File: src/rtl/id_stage_pipe_pkg.sv
// id_pkg: opcode constants, instruction field layout and immediate sign extension for the ID stage.
package id_pkg;
    localparam logic [3:0] OP_R   = 4'b0000;
    localparam logic [3:0] OP_LW  = 4'b0100;
    localparam logic [3:0] OP_SW  = 4'b0101;
    localparam logic [3:0] OP_BEQ = 4'b0110;
    localparam int IMM_MSB = 5;
    typedef struct packed {
        logic [3:0] opcode;
        logic [2:0] rs;
        logic [2:0] rt;
        logic [2:0] rd;
        logic [2:0] funct;
    } instr_t;
    function automatic logic [63:0] sign_ext6(input logic [IMM_MSB:0] imm);
        return {{(63-IMM_MSB){imm[IMM_MSB]}}, imm};
    endfunction
endpackage

File: src/rtl/id_stage_pipe_if.sv
// id_stage_pipe_if: IF-side handshake, write-back port and ID/EX outputs of the decode stage.
interface id_stage_pipe_if #(parameter int DATA_W = 16, parameter int REG_ADDR_W = 3);
    logic                  if_valid;
    logic [15:0]           instruction;
    logic                  if_ready;
    logic                  wb_we;
    logic [REG_ADDR_W-1:0] wb_addr;
    logic [DATA_W-1:0]     wb_data;
    logic                  ex_ready;
    logic                  id_valid;
    logic [3:0]            id_opcode;
    logic [2:0]            id_funct;
    logic [REG_ADDR_W-1:0] id_rs_addr;
    logic [REG_ADDR_W-1:0] id_rt_addr;
    logic [REG_ADDR_W-1:0] id_rd_addr;
    logic [DATA_W-1:0]     id_rs_data;
    logic [DATA_W-1:0]     id_rt_data;
    logic [DATA_W-1:0]     id_imm;
    logic                  id_is_load;
    logic                  hazard_stall;
    modport slave (
        input  if_valid, instruction, wb_we, wb_addr, wb_data, ex_ready,
        output if_ready, id_valid, id_opcode, id_funct, id_rs_addr, id_rt_addr, id_rd_addr,
               id_rs_data, id_rt_data, id_imm, id_is_load, hazard_stall
    );
    modport master (
        output if_valid, instruction, wb_we, wb_addr, wb_data, ex_ready,
        input  if_ready, id_valid, id_opcode, id_funct, id_rs_addr, id_rt_addr, id_rd_addr,
               id_rs_data, id_rt_data, id_imm, id_is_load, hazard_stall
    );
endinterface

File: src/rtl/id_stage_pipe_regfile_bypass.sv
// regfile_bypass: 2-read/1-write register file with write-through bypass and optional hardwired-zero R0.
module regfile_bypass #(
    parameter int DATA_W     = 16,
    parameter int REG_ADDR_W = 3,
    parameter bit ZERO_REG   = 1'b1
) (
    input  logic                  i_clk,
    input  logic                  i_rst_n,
    input  logic                  i_we,
    input  logic [REG_ADDR_W-1:0] i_waddr,
    input  logic [DATA_W-1:0]     i_wdata,
    input  logic [REG_ADDR_W-1:0] i_raddr_a,
    input  logic [REG_ADDR_W-1:0] i_raddr_b,
    output logic [DATA_W-1:0]     o_rdata_a,
    output logic [DATA_W-1:0]     o_rdata_b
);
    localparam int NUM_REGS = 2**REG_ADDR_W;
    logic [DATA_W-1:0] r_regs [NUM_REGS];
    logic              w_we_ok;
    assign w_we_ok = i_we && !(ZERO_REG && i_waddr == '0);
    always_ff @(posedge i_clk or negedge i_rst_n) begin
        if (!i_rst_n) r_regs <= '{default: '0};
        else if (w_we_ok) r_regs[i_waddr] <= i_wdata;
    end
    assign o_rdata_a = (w_we_ok && i_waddr == i_raddr_a) ? i_wdata :
                       (ZERO_REG && i_raddr_a == '0) ? '0 : r_regs[i_raddr_a];
    assign o_rdata_b = (w_we_ok && i_waddr == i_raddr_b) ? i_wdata :
                       (ZERO_REG && i_raddr_b == '0) ? '0 : r_regs[i_raddr_b];
endmodule

File: src/rtl/id_stage_pipe.sv
// id_stage_pipe: decode stage with register file, ID/EX pipeline register, valid/ready flow control
// and one-bubble load-use hazard insertion.
module id_stage_pipe
    import id_pkg::*;
#(
    parameter int DATA_W     = 16,
    parameter int REG_ADDR_W = 3,
    parameter bit ZERO_REG   = 1'b1
) (
    input logic          i_clock,
    input logic          i_reset_n,
    id_stage_pipe_if.slave bus
);
    instr_t                w_ins;
    logic [REG_ADDR_W-1:0] w_rs, w_rt, w_rd, w_dst;
    logic [DATA_W-1:0]     w_rs_data, w_rt_data;
    logic                  w_reads_rt, w_hazard, w_adv, w_load, w_wb_ok;
    logic                  r_valid, r_is_load;
    logic [3:0]            r_opcode;
    logic [2:0]            r_funct;
    logic [REG_ADDR_W-1:0] r_rs_addr, r_rt_addr, r_rd_addr;
    logic [DATA_W-1:0]     r_rs_data, r_rt_data, r_imm;
    assign w_ins = instr_t'(bus.instruction);
    assign w_rs  = REG_ADDR_W'(w_ins.rs);
    assign w_rt  = REG_ADDR_W'(w_ins.rt);
    assign w_rd  = REG_ADDR_W'(w_ins.rd);
    assign w_dst = (w_ins.opcode == OP_R) ? w_rd : w_rt;
    assign w_reads_rt = (w_ins.opcode == OP_R) || (w_ins.opcode == OP_SW) || (w_ins.opcode == OP_BEQ);
    // A load in ID/EX blocks any consumer of its destination; the bubble it causes clears r_valid
    assign w_hazard = r_valid && r_is_load && (r_rd_addr != '0 || !ZERO_REG) &&
                      (w_rs == r_rd_addr || (w_reads_rt && w_rt == r_rd_addr)) && bus.if_valid;
    assign w_adv   = !r_valid || bus.ex_ready;
    assign w_load  = w_adv && bus.if_valid && !w_hazard;
    assign w_wb_ok = bus.wb_we && !(ZERO_REG && bus.wb_addr == '0);
    regfile_bypass #(.DATA_W(DATA_W), .REG_ADDR_W(REG_ADDR_W), .ZERO_REG(ZERO_REG)) u_rf (
        .i_clk     (i_clock),
        .i_rst_n   (i_reset_n),
        .i_we      (bus.wb_we),
        .i_waddr   (bus.wb_addr),
        .i_wdata   (bus.wb_data),
        .i_raddr_a (w_rs),
        .i_raddr_b (w_rt),
        .o_rdata_a (w_rs_data),
        .o_rdata_b (w_rt_data)
    );
    always_ff @(posedge i_clock or negedge i_reset_n) begin
        if (!i_reset_n) begin
            r_valid   <= 1'b0;
            r_is_load <= 1'b0;
            r_opcode  <= '0;
            r_funct   <= '0;
            r_rs_addr <= '0;
            r_rt_addr <= '0;
            r_rd_addr <= '0;
            r_rs_data <= '0;
            r_rt_data <= '0;
            r_imm     <= '0;
        end else if (w_adv) begin
            r_valid <= w_load;
            if (w_load) begin
                r_is_load <= (w_ins.opcode == OP_LW);
                r_opcode  <= w_ins.opcode;
                r_funct   <= w_ins.funct;
                r_rs_addr <= w_rs;
                r_rt_addr <= w_rt;
                r_rd_addr <= w_dst;
                r_rs_data <= w_rs_data;
                r_rt_data <= w_rt_data;
                r_imm     <= DATA_W'(sign_ext6(bus.instruction[IMM_MSB:0]));
            end
        end else begin
            // Held operands track write-back so EX never consumes a stale value
            if (w_wb_ok && bus.wb_addr == r_rs_addr) r_rs_data <= bus.wb_data;
            if (w_wb_ok && bus.wb_addr == r_rt_addr) r_rt_data <= bus.wb_data;
        end
    end
    assign bus.if_ready     = w_adv && !w_hazard;
    assign bus.hazard_stall = w_adv && w_hazard;
    assign bus.id_valid     = r_valid;
    assign bus.id_is_load   = r_is_load;
    assign bus.id_opcode    = r_opcode;
    assign bus.id_funct     = r_funct;
    assign bus.id_rs_addr   = r_rs_addr;
    assign bus.id_rt_addr   = r_rt_addr;
    assign bus.id_rd_addr   = r_rd_addr;
    assign bus.id_rs_data   = r_rs_data;
    assign bus.id_rt_data   = r_rt_data;
    assign bus.id_imm       = r_imm;
endmodule
File: src/flat_wrapper.sv
// flat-port wrapper written by rule: the top's interface ports become plain ports
module id_stage_pipe_flat import id_pkg::*;
#(
    parameter int DATA_W     = 16,
    parameter int REG_ADDR_W = 3,
    parameter bit ZERO_REG   = 1'b1
)
  (i_clock, i_reset_n, bus_if_valid, bus_instruction, bus_wb_we, bus_wb_addr, bus_wb_data, bus_ex_ready, bus_if_ready, bus_id_valid, bus_id_opcode, bus_id_funct, bus_id_rs_addr, bus_id_rt_addr, bus_id_rd_addr, bus_id_rs_data, bus_id_rt_data, bus_id_imm, bus_id_is_load, bus_hazard_stall);
  id_stage_pipe_if #(.DATA_W(DATA_W), .REG_ADDR_W(REG_ADDR_W)) bus_i ();
  input logic i_clock;
  input logic i_reset_n;
  input wire logic [$bits(bus_i.if_valid)-1:0] bus_if_valid;
  input wire logic [$bits(bus_i.instruction)-1:0] bus_instruction;
  input wire logic [$bits(bus_i.wb_we)-1:0] bus_wb_we;
  input wire logic [$bits(bus_i.wb_addr)-1:0] bus_wb_addr;
  input wire logic [$bits(bus_i.wb_data)-1:0] bus_wb_data;
  input wire logic [$bits(bus_i.ex_ready)-1:0] bus_ex_ready;
  output wire logic [$bits(bus_i.if_ready)-1:0] bus_if_ready;
  output wire logic [$bits(bus_i.id_valid)-1:0] bus_id_valid;
  output wire logic [$bits(bus_i.id_opcode)-1:0] bus_id_opcode;
  output wire logic [$bits(bus_i.id_funct)-1:0] bus_id_funct;
  output wire logic [$bits(bus_i.id_rs_addr)-1:0] bus_id_rs_addr;
  output wire logic [$bits(bus_i.id_rt_addr)-1:0] bus_id_rt_addr;
  output wire logic [$bits(bus_i.id_rd_addr)-1:0] bus_id_rd_addr;
  output wire logic [$bits(bus_i.id_rs_data)-1:0] bus_id_rs_data;
  output wire logic [$bits(bus_i.id_rt_data)-1:0] bus_id_rt_data;
  output wire logic [$bits(bus_i.id_imm)-1:0] bus_id_imm;
  output wire logic [$bits(bus_i.id_is_load)-1:0] bus_id_is_load;
  output wire logic [$bits(bus_i.hazard_stall)-1:0] bus_hazard_stall;
  assign bus_i.if_valid = bus_if_valid;
  assign bus_i.instruction = bus_instruction;
  assign bus_i.wb_we = bus_wb_we;
  assign bus_i.wb_addr = bus_wb_addr;
  assign bus_i.wb_data = bus_wb_data;
  assign bus_i.ex_ready = bus_ex_ready;
  assign bus_if_ready = bus_i.if_ready;
  assign bus_id_valid = bus_i.id_valid;
  assign bus_id_opcode = bus_i.id_opcode;
  assign bus_id_funct = bus_i.id_funct;
  assign bus_id_rs_addr = bus_i.id_rs_addr;
  assign bus_id_rt_addr = bus_i.id_rt_addr;
  assign bus_id_rd_addr = bus_i.id_rd_addr;
  assign bus_id_rs_data = bus_i.id_rs_data;
  assign bus_id_rt_data = bus_i.id_rt_data;
  assign bus_id_imm = bus_i.id_imm;
  assign bus_id_is_load = bus_i.id_is_load;
  assign bus_hazard_stall = bus_i.hazard_stall;
  id_stage_pipe #(.DATA_W(DATA_W), .REG_ADDR_W(REG_ADDR_W), .ZERO_REG(ZERO_REG)) u_core (.i_clock(i_clock), .i_reset_n(i_reset_n), .bus(bus_i));
endmodule
File: config.mk
export PLATFORM = sky130hd
export DESIGN_NAME = id_stage_pipe_flat
export DESIGN_NICKNAME = d
export VERILOG_FILES = /design/src/rtl/id_stage_pipe_pkg.sv /design/src/rtl/id_stage_pipe_if.sv /design/src/rtl/id_stage_pipe_regfile_bypass.sv /design/src/rtl/id_stage_pipe.sv /design/src/flat_wrapper.sv
export SDC_FILE = /design/constraint.sdc
export NUM_CORES = 1
export LEC_CHECK = 0
export CORE_AREA = 2 2 164 166
export DETAILED_ROUTE_END_ITERATION = 8
export DIE_AREA = 0 0 166 168
export DONT_BUFFER_PORTS = 1
export MAX_ROUTING_LAYER = met4
export PLACE_DENSITY_LB_ADDON = 0.3
export SLEW_MARGIN = 20
export SYNTH_ARGS = -nofsm -noshare
export SYNTH_HDL_FRONTEND = slang
export SYNTH_HIERARCHICAL = 1
export SYNTH_SLANG_ARGS = --single-unit
File: constraint.sdc
create_clock -name i_clock -period 1.9 [get_ports i_clock]
set_input_delay 0.19 -clock i_clock [delete_from_list [all_inputs] [get_ports i_clock]]
set_output_delay 0.19 -clock i_clock [all_outputs]
set_load 0.005 [all_outputs]
==> results.sh, run 1 <==
export IMPL_relSlewSlack_pct=41.2
export IMPL_p_seq_share_pct=44.9
export IMPL_start_util_pct=39.0
export IMPL_cts_sinks=181
export IMPL_muxShareOfSynthArea_pct=30.2
export IMPL_synth_top_family_by_area="multiplexers"
export IMPL_dp_slack_ns=-0.103
export IMPL_final_cell_mix="181 x dfrtp_1, 149 x nand2_1, 64 x o21ai_0, 56 x mux2_2, 50 x mux4_2"
export IMPL_setup_viol=54
export IMPL_cts_tree="done"
export IMPL_antenna_found_initial=0
export IMPL_drv_cap=0
export IMPL_cts_root_buf="clkbuf_16"
export IMPL_dieArea_sq_mm=0.0279
export IMPL_p_leak_nw=5.08
export IMPL_fin_skew_ns=0.0129
export IMPL_crit_arrival_ns=1.96
export IMPL_vias_per_cell=5.59
export IMPL_grt_pass1_vias=6757
export IMPL_gr_usage_all_layers_pct=20.0
export IMPL_internal_power_mw=8.67
export IMPL_htree_levels=4
export IMPL_ys_types=55
export IMPL_die_w_um=166
export IMPL_drt_initial_drc_count=442
export IMPL_ys_warn_count=6
export IMPL_setup_worst_path_class="register to primary output"
export IMPL_cts_clk_slew_worst_paths_ns=0.07
export IMPL_status="complete, but fails checks"
export IMPL_fin_nets=841
export IMPL_end_kind="primary output"
export IMPL_min_period_over_period_pct=113
export IMPL_grt_max_degree=182
export IMPL_hold_violations=181
export IMPL_placed_cells=1085
export IMPL_vias=6460
export IMPL_fmax_ghz=0.465
export IMPL_p_per_area_mw_per_mm2=1040
export IMPL_hold_worst_slack_ns=-0.556
export IMPL_finalMaxSlewViolations=0
export IMPL_finalWirelength_um=26600
export IMPL_dp_final_hpwl_um=15500
export IMPL_sw_frac_of_total_pct=28.1
export IMPL_place_port_buffers=0
export IMPL_row_count=60
export IMPL_worst_pin_slew_ns=0.878
export IMPL_crit_required_ns=1.71
export IMPL_clk_latency_ns=0.43
export IMPL_io_pin_count=108
export IMPL_seq_area_frac_synth_pct=44.1
export IMPL_areaGrowthSynthToFinish_pct=12.5
export IMPL_layout_commonest_cell="dfrtp_1"
export IMPL_fin_area_sq_mm=0.0116
export IMPL_syn_num_nets=840
export IMPL_final_layout_size_suffix_gt1_share_pct=34.6
export IMPL_synthXorXnorAreaFrac_pct=1.53
export IMPL_core_area_sq_mm=0.0264
export IMPL_fin_ws_ns=-0.250
export IMPL_comb_power_share_pct=24.0
export IMPL_synth_compound_area_share_pct=9.62
export IMPL_rsz0062_at_grt="yes"
export IMPL_power_mw=12.0
export IMPL_synth_cells=800
export IMPL_violations="negative hold slack, negative setup slack"
export IMPL_synthAdderAreaFrac_pct=0
export IMPL_cp_slowest_cell="dfrtp_1"
export IMPL_startpoint_type="register"
export IMPL_wl_per_cell_um=23.0
export IMPL_netlist_area_sq_mm=0.0103
export IMPL_critical_path_max_fanout=4
export IMPL_ys_ff_latch=181
export IMPL_cts_made_buffers=17
export IMPL_antenna_left=0
export IMPL_placed_area_sq_mm=0.0105
export IMPL_finalNonFillerCells=1155
export IMPL_period_minus_slack_ns=2.15
export IMPL_syn_avg_cell_area_sq_um=12.8
export IMPL_clockPowerShare_pct=31.1
export IMPL_grt_pass1_wl_um=41600
export IMPL_overflow=0
export IMPL_die_y_um=168
export IMPL_ir_worst_vdd_mv=0.730
export IMPL_cts_buffer_depth=2
export IMPL_drt_pre_antenna_iters=4
export IMPL_hold_class="input port to asynchronous set/reset pin"
export IMPL_n_antenna_cell=0
export IMPL_drc=0
export IMPL_postCtsHoldBufs=32
export IMPL_cp_cell_sequence="xor2_1, nor4_2, buf_4, a21oi_2, or3_4, and2_4"
export IMPL_p_switching_mw=3.38
export IMPL_synthSimpleGateAreaFrac_pct=8.29
export IMPL_gp_congestion=0.752
export IMPL_slowest_delay_ns=0.43
through the flow:
stage          setup TNS [ns]  util, %
3_5_place_dp            -1.86     39.7
6_report                -6.94     43.9
2_1_floorplan           -1.04        -
4_1_cts                 -7.43     43.7
5_1_grt                -10.46     43.9
3_3_place_gp            -1.04     39.7
registers in the layout, summed over array words and instances (netlist names), 2 cells and up:
signal                 count
u_core/u_rf/r_regs       128
u_core/bus.id_opcode       4
u_core/bus.id_rs_addr      3
u_core/bus.id_rt_addr      3
u_core/bus.id_funct        2
u_core/bus.id_rs_data     16
u_core/bus.id_rd_addr      3
u_core/bus.id_rt_data     16
u_core/bus.id_imm          4
critical path, delay by kind of cell (launching register included):
| kind | cells | cell delay, ns |
|---|---|---|
| AND/OR/NAND/NOR | 3 | 0.72 |
| flip-flops | 1 | 0.43 |
| AO/OA/AOI/OAI | 1 | 0.05 |
| XOR/XNOR | 1 | 0.16 |
| buffers and inverters | 1 | 0.16 |
power by group through the flow:
| stage | clock network [mW] | registers (mW) | logic (mW) |
|---|---|---|---|
| floorplan | 0 | 5.22 | 2.43 |
| global placement | 0 | 5.43 | 2.64 |
| CTS | 3.81 | 5.40 | 2.84 |
| global route | 3.96 | 5.53 | 3.12 |
| finish | 3.74 | 5.41 | 2.89 |
| detailed placement | 0 | 5.47 | 2.68 |
layer usage:
layer	global-route usage [%]	share of wire (%)
met4	5.10	1.5
met1	26.1	43
met2	32.0	49
met5	-	0
met3	4.44	6.5
timing repair:
item / CTS / global route
hold endpoints to repair: 246 / 181
setup endpoints to repair: 44 / 55
buffers inserted: 3 / 2
gates resized for setup: 11 / 11
gates cloned: 2 / 0
pin swaps: 1 / 1
synthesized netlist by cell type (all sizes together):
master / count / share of area (%)
a211oi: 2 / 0.27
a21boi: 1 / 0.18
a21oi: 2 / 0.13
and2: 1 / 0.061
and2b: 1 / 0.073
and3: 4 / 0.27
and4bb: 2 / 0.24
buf: 54 / 4.3
clkbuf: 34 / 1.4
dfrtp: 181 / 44
inv: 16 / 0.58
mux2: 103 / 13
mux2i: 32 / 3.1
mux4: 64 / 14
nand2: 149 / 5.4
nand2b: 1 / 0.061
nand3: 3 / 0.15
nand3b: 1 / 0.073
nand4: 2 / 0.12
nand4b: 3 / 0.26
nand4bb: 1 / 0.11
nor2: 7 / 0.40
nor2b: 3 / 0.30
nor3: 2 / 0.097
nor4: 2 / 0.18
nor4b: 1 / 0.085
nor4bb: 2 / 0.19
o211ai: 2 / 0.28
o21a: 1 / 0.073
o21ai: 66 / 3.3
o311ai: 2 / 0.51
o32ai: 33 / 4.4
o41ai: 2 / 0.54
or3: 1 / 0.061
or3b: 1 / 0.11
xnor2: 3 / 0.26
xor2: 15 / 1.3
final cells by class:
cell class / instances / area (sq um)
clock inverter: 12 / 164
multi-input combinational: 515 / 5180
inverter: 16 / 60.1
tap: 341 / 427
timing repair buffer: 70 / 744
clock buffer: 20 / 457
sequential: 181 / 4530
fill: 2348 / 14800
cells by family (layout without fill, tap and decap cells):
group                  Yosys count  after routing
AO/OA/AOI/OAI                  111            111
AND/OR/NAND/NOR                187            187
flip-flops                     181            181
buffers and inverters          104            118
multiplexers                   199            199
XOR/XNOR                        18             18
final timing paths:
kind	end	slack [ns]	cells after the start	startpoint
min in group i_clock	u_core/bus.id_rt_data[13]	0.01	3	bus_wb_data[13]
hold / removal	u_core/bus.id_rs_data[9]	-0.56	0	i_reset_n
setup reg to reg	u_core/bus.id_rt_data[9]	-0.16	9	u_core/bus.id_rd_addr[0]
max in group asynchronous	u_core/u_rf/r_regs[55]	2.08	0	i_reset_n
hold reg to reg	u_core/u_rf/r_regs[123]	0.40	0	u_core/u_rf/r_regs[123]
setup / recovery	bus_if_ready	-0.25	6	u_core/bus.id_rd_addr[1]
No activity file was read; power rests on OpenSTA's default activity.
==> inputs of run 2 (changes only) <==
- CORE_AREA: 2 2 164 166 -> 2 2 156 158
- DIE_AREA: 0 0 166 168 -> 0 0 158 160
- SYNTH_HIERARCHICAL: 1 -> unset
==> run 2 against run 1 <==
Hold slack better by 0.014 ns; largest cell class unchanged; critical path depth up 2; largest power group unchanged; via count fell by 13%; the run still ends with negative hold slack, negative setup slack left.
==> results.sh, run 2 <==
export IMPL_status="complete, but fails checks"
export IMPL_violations="negative hold slack, negative setup slack"
export IMPL_syn_avg_cell_area_sq_um=14.6
export IMPL_ir_worst_vdd_mv=0.625
export IMPL_ys_ff_latch=181
export IMPL_fmax_ghz=0.456
export IMPL_overflow=0
export IMPL_dp_final_hpwl_um=13800
export IMPL_ys_types=32
export IMPL_end_kind="register"
export IMPL_grt_max_degree=182
export IMPL_htree_levels=4
export IMPL_crit_family="simple AND/OR/NAND/NOR gates"
export IMPL_fin_nets=693
export IMPL_synth_edff_count=0
export IMPL_crit_arrival_ns=2.51
export IMPL_slowest_delay_ns=0.49
export IMPL_antenna_found_initial=0
export IMPL_place_port_buffers=0
export IMPL_cts_sinks=181
export IMPL_gr_usage_all_layers_pct=19.7
export IMPL_io_pin_count=108
export IMPL_sw_frac_of_total_pct=27.1
export IMPL_final_cell_mix="181 x dfrtp_1, 124 x mux2_2, 64 x mux4_2, 38 x nand2_1, 36 x mux2_4"
export IMPL_die_w_um=158
export IMPL_critPathBufInv=2
export IMPL_cp_slowest_cell="or4_1"
export IMPL_p_seq_share_pct=47.0
export IMPL_areaGrowthSynthToFinish_pct=16.0
export IMPL_drt_initial_drc_count=403
export IMPL_synth_top_cells_by_area="dfrtp_1 49%, mux2_2 17%, mux4_2 15%"
export IMPL_ys_warn_count=0
export IMPL_setup_worst_path_class="register to register"
export IMPL_clk_latency_ns=0.43
export IMPL_finalWirelength_um=23700
export IMPL_fin_skew_ns=0.00766
export IMPL_min_period_over_period_pct=115
export IMPL_largest_reg_flops=128
export IMPL_vias_per_cell=5.70
export IMPL_netlist_area_sq_mm=0.00932
export IMPL_p_switching_mw=3.17
export IMPL_finalMaxSlewViolations=0
export IMPL_drc=0
export IMPL_setup_viol=55
export IMPL_clockPowerShare_pct=29.7
export IMPL_p_per_area_mw_per_mm2=1080
export IMPL_cts_clk_slew_worst_paths_ns=0.07
export IMPL_netlist_area_leader_share_pct=48.6
export IMPL_yosysTopAreaCell="dfrtp_1"
export IMPL_drt_pre_antenna_iters=5
export IMPL_reg2reg_from="u_core.bus.id_rd_addr[1]"
export IMPL_antenna_left=0
export IMPL_gp_congestion=0.736
export IMPL_yosysMostFrequentCell="dfrtp_1"
export IMPL_crit_required_ns=2.22
export IMPL_startpoint_type="register"
export IMPL_die_y_um=160
export IMPL_dieArea_sq_mm=0.0253
export IMPL_synth_cells=640
export IMPL_row_count=57
export IMPL_r2r_cells=8
export IMPL_hold_violations=181
export IMPL_postCtsHoldBufs=33
export IMPL_drv_cap=0
export IMPL_cts_buffer_depth=2
export IMPL_wl_per_cell_um=24.0
export IMPL_seq_area_frac_synth_pct=48.6
export IMPL_core_area_sq_mm=0.0238
export IMPL_synth_commonest_cells="181 x dfrtp_1, 140 x mux2_2, 64 x mux4_2"
export IMPL_regMostFlops="u_core.u_rf.r_regs"
export IMPL_grt_pass1_vias=6101
export IMPL_cts_root_buf="clkbuf_16"
export IMPL_hold_class="input port to asynchronous set/reset pin"
export IMPL_fin_area_sq_mm=0.0108
export IMPL_layout_commonest_cell="dfrtp_1"
export IMPL_start_util_pct=39.1
export IMPL_path_depth=8
export IMPL_ys_flop_type="dfrtp_1"
export IMPL_critical_path_max_fanout=16
export IMPL_worst_pin_slew_ns=0.557
export IMPL_final_layout_size_suffix_gt1_share_pct=45.5
export IMPL_cp_cell_sequence="xor2_1, or4_1, a21oi_2, o31a_1, buf_6, o41ai_4, buf_12, mux2_4"
export IMPL_grt_pass1_wl_um=36000
export IMPL_rsz0062_at_grt="yes"
export IMPL_hold_worst_slack_ns=-0.542
export IMPL_cts_made_buffers=17
export IMPL_n_antenna_cell=0
export IMPL_internal_power_mw=8.54
export IMPL_relSlewSlack_pct=62.9
export IMPL_placed_area_sq_mm=0.00969
export IMPL_vias=5629
export IMPL_crit_start="u_core.bus.id_rd_addr[1]"
export IMPL_syn_num_nets=680
export IMPL_fin_ws_ns=-0.291
export IMPL_ys_async_sr_fraction_pct=100
export IMPL_dp_slack_ns=-0.373
export IMPL_comb_power_share_pct=23.3
export IMPL_period_minus_slack_ns=2.19
export IMPL_cts_tree="done"
export IMPL_p_leak_nw=4.58
==> run 2: what timing repair did <==
action / in CTS / in global routing
setup buffers: 3 / 1
setup endpoints to repair: 55 / 55
hold endpoints to repair: 316 / 181
pin swaps: 4 / 2
resized for setup: 31 / 10
cloned: 1 / 1
==> run 2: kinds of logic after synthesis <==
family                 share of synthesized area [%]
multiplexers                                    39.4
flip-flops                                      48.6
buffers and inverters                           3.89
AND/OR/NAND/NOR                                 3.34
AO/OA/AOI/OAI                                   3.05
XOR/XNOR                                        1.78
==> run 2: power by group through the flow <==
| stage | clock network, mW | registers [mW] | logic, mW |
|---|---|---|---|
| 6_report | 3.47 | 5.51 | 2.73 |
| 5_1_grt | 3.68 | 5.63 | 2.93 |
| 4_1_cts | 3.53 | 5.51 | 2.69 |
| 3_5_place_dp | 0 | 5.57 | 2.45 |
| 3_3_place_gp | 0 | 5.48 | 2.36 |
| 2_1_floorplan | 0 | 5.29 | 2.14 |
==> run 2: layout make-up <==
class / instances / area [sq um]
Tap cell: 324 / 405
Multi-Input combinational cell: 388 / 4590
Clock inverter: 8 / 103
Fill cell: 2100 / 13000
Sequential cell: 181 / 4530
Timing Repair Buffer: 65 / 718
Clock buffer: 22 / 464
==> run 2: routing by layer <==
metal,vias up,GRT usage (%),wire length (um)
li1,2394,-,-
met1,3029,24.9,9950
met2,175,31.3,11700
met3,31,4.45,1490
met4,0,6.80,568
met5,-,-,0
==> run 2: path summary, 6_finish.rpt <==
check / to / slack, ns
worst max register to register: u_core.bus.id_rs_data[6] / -0.29
worst min register to register: u_core.u_rf.r_regs[118] / 0.40
worst max-delay path: u_core.bus.id_rs_data[6] / -0.29
worst min-delay path: u_core.u_rf.r_regs[112] / -0.54
min in group i_clock: u_core.bus.id_rt_data[1] / 0.01
max in group asynchronous: u_core.u_rf.r_regs[121] / 2.19
==> run 2: stage by stage <==
stage	util [%]	power [mW]	cells	TNS, ns
2_1_floorplan	-	7.43	640	-9.64
3_3_place_gp	40.7	7.84	919	-15.36
3_5_place_dp	40.7	8.01	919	-16.54
4_1_cts	45.1	11.7	986	-13.29
5_1_grt	45.4	12.2	988	-17.17
6_report	45.4	11.7	988	-13.90
==> inputs of run 3 (changes only) <==
- PLACE_DENSITY_LB_ADDON: 0.3 -> 0.08
==> run 3 against run 2 <==
Non-clock buffer count decreased by 1; clock power increased by 8.6%; fmax decreased by 0.61%; the flow still finishes with violations (negative hold slack, negative setup slack); total power increased by 2.0%; largest cell class unchanged.
==> results.sh, run 3 (same netlist as run 2, synthesis figures left out) <==
export IMPL_status="complete, but fails checks"
export IMPL_violations="negative hold slack, negative setup slack"
export IMPL_end_kind="register"
export IMPL_areaGrowthSynthToFinish_pct=15.2
export IMPL_largest_reg_flops=128
export IMPL_final_layout_size_suffix_gt1_share_pct=45.3
export IMPL_clk_latency_ns=0.43
export IMPL_period_minus_slack_ns=2.20
export IMPL_finalMaxSlewViolations=0
export IMPL_fin_area_sq_mm=0.0107
export IMPL_met3_length_um=1910
export IMPL_relSlewSlack_pct=64.2
export IMPL_ir_worst_vdd_mv=0.557
export IMPL_rsz0062_at_grt="yes"
export IMPL_min_period_over_period_pct=116
export IMPL_cts_made_buffers=17
export IMPL_placed_cells=920
export IMPL_power_mw=11.9
export IMPL_drt_pre_antenna_iters=4
export IMPL_fin_ws_ns=-0.305
export IMPL_dp_final_hpwl_um=14200
export IMPL_crit_required_ns=2.22
export IMPL_place_port_buffers=0
export IMPL_post_route_util_pct=45.1
export IMPL_dp_slack_ns=-0.376
export IMPL_finalNonFillerCells=989
export IMPL_hold_class="input port to asynchronous set/reset pin"
export IMPL_fin_nets=692
export IMPL_wl_per_cell_um=25.5
export IMPL_fin_skew_ns=0.0111
export IMPL_dr_max_layer_used="met4"
export IMPL_startpoint_type="register"
export IMPL_postCtsHoldBufs=33
export IMPL_vias_per_cell=5.56
export IMPL_critical_path_max_fanout=11
export IMPL_die_w_um=158
export IMPL_slowest_delay_ns=0.49
export IMPL_worstReg2RegEnd="u_core.bus.id_rs_data[14]"
export IMPL_crit_start="u_core.bus.id_rd_addr[1]"
export IMPL_drt_met1_wl_um=11000
export IMPL_antenna_found_initial=0
export IMPL_wl_met2_um=12100
export IMPL_setup_viol=55
export IMPL_placed_area_sq_mm=0.00964
export IMPL_hold_violations=181
export IMPL_p_per_area_mw_per_mm2=1110
export IMPL_grt_pass1_wl_um=38900
export IMPL_gp_congestion=0.750
export IMPL_reg2reg_from="u_core.bus.id_rd_addr[1]"
export IMPL_cts_root_buf="clkbuf_16"
export IMPL_htree_levels=4
export IMPL_grt_max_degree=182
export IMPL_antenna_left=0
export IMPL_dieArea_sq_mm=0.0253
export IMPL_cts_tree="done"
export IMPL_cts_clk_slew_worst_paths_ns=0.07
export IMPL_r2r_setup_slack_ns=-0.30
export IMPL_drc=0
export IMPL_finalWirelength_um=25200
export IMPL_fmax_ghz=0.454
export IMPL_n_antenna_cell=0
export IMPL_overflow=0
export IMPL_gr_usage_all_layers_pct=21.6
export IMPL_start_util_pct=39.1
export IMPL_vias=5494
export IMPL_cts_buffer_depth=2
export IMPL_p_leak_nw=4.54
export IMPL_final_cell_mix="181 x dfrtp_1, 128 x mux2_2, 64 x mux4_2, 39 x nand2_1, 35 x mux2i_1"
export IMPL_cp_cell_sequence="xor2_1, or4_1, a21oi_2, o31a_1, buf_6, o41ai_4, buf_12, mux2_4"
export IMPL_core_area_sq_mm=0.0238
export IMPL_drt_initial_drc_count=376
export IMPL_io_pin_count=108
export IMPL_layout_commonest_cell="dfrtp_1"
export IMPL_regMostFlops="u_core.u_rf.r_regs"
export IMPL_cp_slowest_cell="or4_1"
export IMPL_crit_arrival_ns=2.52
export IMPL_drv_cap=0
export IMPL_setup_worst_path_class="register to register"
export IMPL_grt_pass1_vias=6198
export IMPL_die_y_um=160
export IMPL_hold_worst_slack_ns=-0.549
export IMPL_row_count=57
export IMPL_r2r_cells=8
export IMPL_cts_sinks=181
export IMPL_tns_ns=-13.91
export IMPL_worst_pin_slew_ns=0.536
## run 3: layer usage
| layer | vias to the layer above | GRT usage, % |
|---|---|---|
| met5 | - | - |
| met4 | 0 | 4.34 |
| met3 | 18 | 6.00 |
| met2 | 148 | 33.6 |
| met1 | 2943 | 28.5 |
| li1 | 2385 | - |
## run 3: final cells by class
| class | count | area (sq um) |
|---|---|---|
| tap | 324 | 405 |
| multi-input combinational | 388 | 4540 |
| fill | 2171 | 13100 |
| timing repair buffer | 64 | 641 |
| clock buffer | 18 | 429 |
| sequential | 181 | 4530 |
| clock inverter | 14 | 191 |
## run 3: worst max-delay path: cells and delay by family, from the launching register on
family | cells | cell delay (ns)
and+or+nand+nor | 1 | 0.49
muxes | 1 | 0.30
AOI/OAI and AO/OA | 3 | 0.40
DFF | 1 | 0.42
xor gates and xnor gates | 1 | 0.15
buffers and inverters | 2 | 0.32
## run 3: power breakdown
| part | switching, mW | internal [mW] | leakage [nW] |
|---|---|---|---|
| clock network | 1.65 | 2.12 | 0.303 |
| registers | 0.783 | 4.74 | 2.22 |
| logic | 0.912 | 1.74 | 2.03 |
| total | 3.34 | 8.60 | 4.54 |
## run 3: how the worst max path moves through the flow
stage	to	slack, ns	cells after the start
after global placement	u_core.bus.id_imm[2]	-0.35	6
after floorplan	u_core.bus.id_rs_data[10]	-0.28	8
after global routing	u_core.bus.id_rt_data[14]	-0.40	8
final	u_core.bus.id_rs_data[14]	-0.30	8
after CTS	u_core.bus.id_rt_data[12]	-0.30	8
after detailed placement	u_core.bus.id_opcode[3]	-0.38	6
## run 3: what timing repair did
item | in CTS | in global routing
setup buffers | 4 | 0
endpoints found under the setup margin | 55 | 55
pin swaps | 7 | 0
resized for setup | 29 | 3
hold endpoints to repair | 319 | 181
gates cloned | 0 | 0
